[src/rtl/bcd_seq_ctrl.sv]
// Sequential binary-to-BCD converter (shift/add-3). One operand is accepted on a
// start/ready handshake, W shift steps follow, then the packed BCD result and an
// overflow flag are latched together with a one-cycle done pulse.
module bcd_seq_ctrl #(
  parameter int unsigned W  = 8,
  parameter int unsigned ND = 3
) (
  input  logic            clk,
  input  logic            clr,
  input  logic            start,
  input  logic [W-1:0]    bin,
  output logic            ready,
  output logic            busy,
  output logic            done,
  output logic [4*ND-1:0] bcd,
  output logic            overflow
);

  localparam int unsigned SW = 4 * ND;
  localparam int unsigned CW = (W > 1) ? $clog2(W) : 1;

  typedef enum logic [1:0] {StIdle, StShift, StDone} state_e;

  state_e          state_q;
  logic [W-1:0]    opnd_q;
  logic [SW-1:0]   scratch_q;
  logic            ovf_q;
  logic [CW-1:0]   cnt_q;

  logic [SW-1:0]   adj;
  logic [SW:0]     shifted;

  // One double-dabble step: add 3 to every nibble >= 5, then shift in the operand MSB.
  // The bit leaving the top nibble is the overflow carry.
  always_comb begin
    adj = '0;
    for (int i = 0; i < int'(ND); i++) begin
      if (scratch_q[4*i +: 4] >= 4'd5) begin
        adj[4*i +: 4] = scratch_q[4*i +: 4] + 4'd3;
      end else begin
        adj[4*i +: 4] = scratch_q[4*i +: 4];
      end
    end
    shifted = {adj, opnd_q[W-1]};
  end

  // Control FSM, datapath and registered result outputs.
  always_ff @(posedge clk) begin
    if (clr) begin
      state_q   <= StIdle;
      opnd_q    <= '0;
      scratch_q <= '0;
      ovf_q     <= 1'b0;
      cnt_q     <= '0;
      bcd       <= '0;
      overflow  <= 1'b0;
      done      <= 1'b0;
    end else begin
      done <= 1'b0;
      unique case (state_q)
        StIdle: begin
          if (start) begin
            opnd_q    <= bin;
            scratch_q <= '0;
            ovf_q     <= 1'b0;
            cnt_q     <= CW'(W - 1);
            state_q   <= StShift;
          end
        end
        StShift: begin
          scratch_q <= shifted[SW-1:0];
          opnd_q    <= opnd_q << 1;
          if (shifted[SW]) begin
            ovf_q <= 1'b1;
          end
          cnt_q <= cnt_q - 1'b1;
          if (cnt_q == '0) begin
            state_q <= StDone;
          end
        end
        StDone: begin
          bcd      <= scratch_q;
          overflow <= ovf_q;
          done     <= 1'b1;
          state_q  <= StIdle;
        end
        default: state_q <= StIdle;
      endcase
    end
  end

  // Handshake status comes from the state register alone, never from start.
  assign ready = (state_q == StIdle);
  assign busy  = ~ready;

endmodule

[config.mk]
export PLATFORM = sky130hd
export DESIGN_NAME = bcd_seq_ctrl
export DESIGN_NICKNAME = d
export VERILOG_FILES = /design/src/rtl/bcd_seq_ctrl.sv
export SDC_FILE = /design/constraint.sdc
export NUM_CORES = 1
export LEC_CHECK = 0
export ABC_CLOCK_PERIOD_IN_PS = 4260
export CAP_MARGIN = 5
export CORE_ASPECT_RATIO = 0.5
export CORE_MARGIN = 1
export CORE_UTILIZATION = 56
export DETAILED_ROUTE_END_ITERATION = 10
export PLACE_DENSITY = 0.89
export SLEW_MARGIN = 5
export SYNTH_ARGS = -nofsm -noshare
export SYNTH_HDL_FRONTEND = slang
export SYNTH_SLANG_ARGS = --single-unit
export TNS_END_PERCENT = 10
[constraint.sdc]
create_clock -name clk -period 4.26 [get_ports clk]
set_input_delay 0.639 -clock clk [delete_from_list [all_inputs] [get_ports clk]]
set_output_delay 0.639 -clock clk [all_outputs]
set_load 0.01 [all_outputs]
---- Yosys cells after proc, flatten, opt, wreduce, memory -nomap -nowiden ----
Index checks and enable logic that the tools add are counted.
storage, ports and cells
  register bits ........................... 40
  output and inout bits ................... 16
  logic and storage cells ................. 43
  input port bits ......................... 11
cells by class
  bitwise logic cells ..................... 1
  magnitude comparators ................... 3
  equality and inequality tests ........... 5
  add/subtract/negate cells ............... 4
  reduce and logical (&&, ||, !) cells .... 6
  multiplexer cells ....................... 16
operators by type and width
  operator                                                               count
  12-bit one-hot mux with 2 select lines                                 1
  8-bit one-hot mux with 2 select lines                                  1
  4-bit by 2-bit adder with 4-bit output, second input constant          3
  4-bit by 3-bit >= comparator with 1-bit output, second input constant  3
  12-bit two-way mux                                                     1
  4-bit two-way mux                                                      3
  8-bit two-way mux                                                      1
  2-bit != test, second input constant                                   3
  3-bit one-hot mux with 2 select lines                                  1
  2-bit two-way mux                                                      2
  2-bit one-hot mux with 2 select lines                                  1
  2-bit AND reduction                                                    2
  3-bit zero test                                                        1
  1-bit two-way mux                                                      3
  3-bit two-way mux                                                      1
  3-bit AND reduction                                                    1
  3-bit by 1-bit subtractor with 3-bit output, second input constant     1
  2-bit by 1-bit equality test with 1-bit output, second input constant  1
  2-bit equality test, second input constant                             1
  2-bit zero test                                                        1
  1-bit one-hot mux with 2 select lines                                  1
  2-bit nonzero test                                                     1
  1-bit inverter                                                         1

---- Depth between registers and ports, before layout ----
  depth after elaboration ................. 4
  mapped depth ............................ 6
  mapped depth without buffers ............ 6

---- Worst setup path after synthesis ----
OpenSTA, ideal clock, no wires.
  path type ............................... input-to-reg
  start ................................... in clr
  end ..................................... reg scratch_q[11]
  setup time .............................. 0.060 ns
  stages on the path ...................... 5
  path buffers ............................ 2
  arrival time ............................ 1.453 ns
  path slack .............................. 2.747 ns
  required time ........................... 4.200 ns
  path through ............................ clkbuf_1 > or2_1 > buf_6 > o32ai_2 > a32o_1
RTL lines
  what                  line  source
  from (decl)           9     input logic clr,
  to (signal assigned)  71    scratch_q <= shifted[SW-1:0];
  to (decl)             26    logic [SW-1:0] scratch_q;

==> results by stage <==
Status:
- The flow ran to the end, and the final reports show no timing, DRC or antenna violations.

Final layout:
- The number of cells in the finished layout apart from fillers is 254.
- Measured on the finished design, the core utilization comes to 0.781.
- At the end of the flow, the number of nets in the layout was 235.
- The fraction of layout instances using a drive strength above 1 is 0.0691.
- The count of antenna diodes in the layout is 0.
- The post-route cell area is 2160 um^2.
- The area growth from synthesis to layout is 24.0%.

STA:
- For the final database, setup skew stands at 7.92 ps.
- Of the available clock period, the critical path in the final layout requires 0.550.
- In the post-route analysis, the smallest setup slack over all paths is 1920 ps.
- Setup repair after global routing left no endpoint under its margin.
- The total negative setup slack is 0 ps.
- The final hold violation count came to 0.
- Derived from the worst setup path, the maximum achievable clock frequency is 427 MHz.
- Final hold analysis gives a worst-case slack of 457 ps.
- Setup violations remaining at the end of the flow were counted as 0.
- The relative max-transition margin is 0.470.
- The shortest period the worst path allows is 2340 ps.
- The final count of pins violating max slew is 0.
- The slew at the pin closest to its max-slew limit is 793 ps.

Place:
- After detailed placement, the design holds a cell count of 246.
- The count of port buffers added during placement is 26.
- Prior to clock tree synthesis, the placed netlist has a worst setup slack of 1640 ps.
- The weighted congestion reported at the end of routability-driven placement is 0.767.
- After detailed placement, the total cell area comes to 2000 um^2.
- The detailed placement HPWL is 2360 um.

CTS:
- The library cell used as clock root buffer is sky130_fd_sc_hd__clkbuf_8.
- Counting the buffers created by CTS gives 5.
- For the worst-skew pair, the clock arrives at the later sink with an insertion delay of 290 ps.
- The clock sink count is 40.
- The post-cts hold buffer count is 0.
- The post-CTS setup-driven buffer insertion count is 0.
- The count of instances resized after the clock tree is built is 0.
- The TritonCTS clock tree is done.
- After clock tree synthesis, the clock-pin slew on the worst setup and hold paths is 80 ps.
- The number of levels in the clock H-tree is 2.
- The number of buffers between clock root and the deepest sink is 2.

Drt:
- The number of remaining DRC errors is 0.
- The routed layout has 1413 vias.
- After detailed routing, the average wire length per cell comes to 13.7 um.
- The wire length reported by the detailed router is 3480 um.
- For this run, the detailed router's first-pass iteration total came to 4.
- The number of nets with antenna violations after detailed routing is 0.
- The number of design-rule violations left by the first detailed-router iteration is 83.
- The number of vias per cell is 5.56.

Setup path:
- The nature of the critical path startpoint is an input pin.
- Of all nets on the critical path, the largest fanout is 20.
- The worst setup path is of the in2reg kind.
- STA puts the critical path data required time at 4440 ps.
- The type of element capturing the critical path is a register.
- The signal arrival time at the worst endpoint is 2530 ps.

Logic synthesis:
- The number of enable flip-flop cells after synthesis is 0.
- The top flip-flop cell by instance count after synthesis is sky130_fd_sc_hd__dfxtp_1.
- The most numerous cell in the Yosys netlist is sky130_fd_sc_hd__dfxtp_1.
- The synthesized flop and latch total is 40.
- Counting flops with an async set or reset pin after synthesis yields a share of 0.
- In the post-synthesis netlist, the biggest area contributors are sky130_fd_sc_hd__dfxtp_1 46%, sky130_fd_sc_hd__nand2_1 7.5%, sky130_fd_sc_hd__ha_1 5.8%, sky130_fd_sc_hd__a21oi_1 5.2%, sky130_fd_sc_hd__mux2i_1 4.6%.
- The share of synthesized area in the top cell type comes to 0.460.
- The number of warnings reported in the yosys synthesis log is 0.
- A synthesized cell averages 9.06 um^2.
- Counting every net in the synthesized netlist gives 211.
- The synthesized instance count is 192.
- Ranked by instance count, the synthesized netlist is headed by 40 x sky130_fd_sc_hd__dfxtp_1, 35 x sky130_fd_sc_hd__nand2_1, 18 x sky130_fd_sc_hd__a21oi_1, 13 x sky130_fd_sc_hd__nor2_1, 11 x sky130_fd_sc_hd__inv_1.
- The cell taking the most area after synthesis is sky130_fd_sc_hd__dfxtp_1.
- The cell area after technology mapping is 1740 um^2.
- The share of the Yosys chip area taken by registers is 0.460.
- The number of distinct standard cells referenced by the synthesized netlist is 31.

Worst hold path:
- The class of the tightest hold or removal check is reg2reg.

Pwr:
- The areal power density over the cells is 422 nW/um^2.
- VDD sags by at most 0.262 mV.
- Summing internal, switching and leakage power gives 0.911 mW.
- The analysis attributes to cell leakage a power of 0.819 nW.

Global routing:
- Entering global routing, the biggest net connects 22 pins.
- The first global-routing pass estimated 6010 um of wire.
- The number of global-route vias before repair was 1326.
- The total overflow left after global routing is 0.
- Across every metal layer, demand over resource in global routing totals 0.237.
- The initial antenna violation count is 0.

Floorplan:
- The overall die height is 41.4 um.
- The number of I/O pins is 27.
- The floorplan has 13 rows.
- The initial utilization of the core area, before any placement, comes to 0.629.
- The die is 80.8 um wide.
- In this run the standard cell core region covers 2770 um^2.
- The die covers 3350 um^2.

Job:
- Across the run, the number of max-cap violations was 0.
-- area by class of cell --
class / instances / area (um^2)
inverter: 11 / 41.3
sequential: 40 / 801
fill: 177 / 607
timing repair buffer: 27 / 268
multi-input combinational: 131 / 843
clock inverter: 3 / 90.1
clock buffer: 5 / 68.8
tap: 37 / 46.3
-- flip-flops by register name (all words and copies together), names as in the netlist --
signal	cells
ovf_q	1
overflow	1
opnd_q	8
bcd	12
done	1
cnt_q	3
scratch_q	12
state_q	2
-- report_power, final --
| group | internal (mW) | switching, mW |
|---|---|---|
| clock | 0.293 | 0.134 |
| sequential | 0.388 | 0.00928 |
| combinational | 0.0388 | 0.0467 |
-- kinds of logic (layout without fill, tap and decap cells) --
family,after synthesis,in the layout,synth area share
xor+xnor,6,6,0.0302
simple gates,57,57,0.135
compound gates,50,50,0.203
flops,40,40,0.460
mux,10,10,0.0590
fa+ha+maj,8,8,0.0575
buf+inv,21,46,0.0554
-- path summary, 6_finish.rpt --
check | from | to | slack, ps | cells after the start
setup / recovery | clr | scratch_q[11] | 1920 | 5
hold / removal | bcd[8] | bcd[8] | 460 | 2
setup reg to reg | state_q[0] | scratch_q[11] | 2450 | 4
hold reg to reg | bcd[8] | bcd[8] | 460 | 2
-- metal layers --
layer  track usage  wire [um]  up-vias
met4        0.0893         63        0
met5             0          0        -
met1         0.303       1610      653
li1              -          -      707
met3        0.0747        202        9
met2         0.375       1610       44
-- critical path: stages --
cell and delay [ps]:
sky130_fd_sc_hd__clkdlybuf4s50_1 800, sky130_fd_sc_hd__buf_4 340, sky130_fd_sc_hd__or2_1 380, sky130_fd_sc_hd__o32ai_2 130, sky130_fd_sc_hd__a32o_1 240
-- cell usage in the layout (no fill, tap or decap) --
master,n
sky130_fd_sc_hd__dfxtp_1,40
sky130_fd_sc_hd__nand2_1,35
sky130_fd_sc_hd__clkdlybuf4s50_1,26
sky130_fd_sc_hd__a21oi_1,18
sky130_fd_sc_hd__nor2_1,13
sky130_fd_sc_hd__inv_1,11
sky130_fd_sc_hd__o21ai_0,8
sky130_fd_sc_hd__mux2i_1,8
sky130_fd_sc_hd__a211oi_1,8
sky130_fd_sc_hd__ha_1,8
sky130_fd_sc_hd__nand2b_1,5
sky130_fd_sc_hd__clkbuf_8,5
sky130_fd_sc_hd__xnor2_1,3
sky130_fd_sc_hd__o32ai_2,3
sky130_fd_sc_hd__a32o_1,3
sky130_fd_sc_hd__xor2_1,3
sky130_fd_sc_hd__bufinv_16,3
sky130_fd_sc_hd__a22o_1,2
sky130_fd_sc_hd__mux2_2,2
sky130_fd_sc_hd__o31ai_1,2
sky130_fd_sc_hd__or2_1,1
sky130_fd_sc_hd__o21ba_2,1
sky130_fd_sc_hd__nor2b_1,1
sky130_fd_sc_hd__o21bai_1,1
sky130_fd_sc_hd__a221oi_1,1
sky130_fd_sc_hd__and2_1,1
sky130_fd_sc_hd__nor3_1,1
sky130_fd_sc_hd__o21a_1,1
sky130_fd_sc_hd__a311oi_1,1
sky130_fd_sc_hd__a32oi_1,1
sky130_fd_sc_hd__buf_4,1
Note: power is estimated with default switching activity, not from simulation.
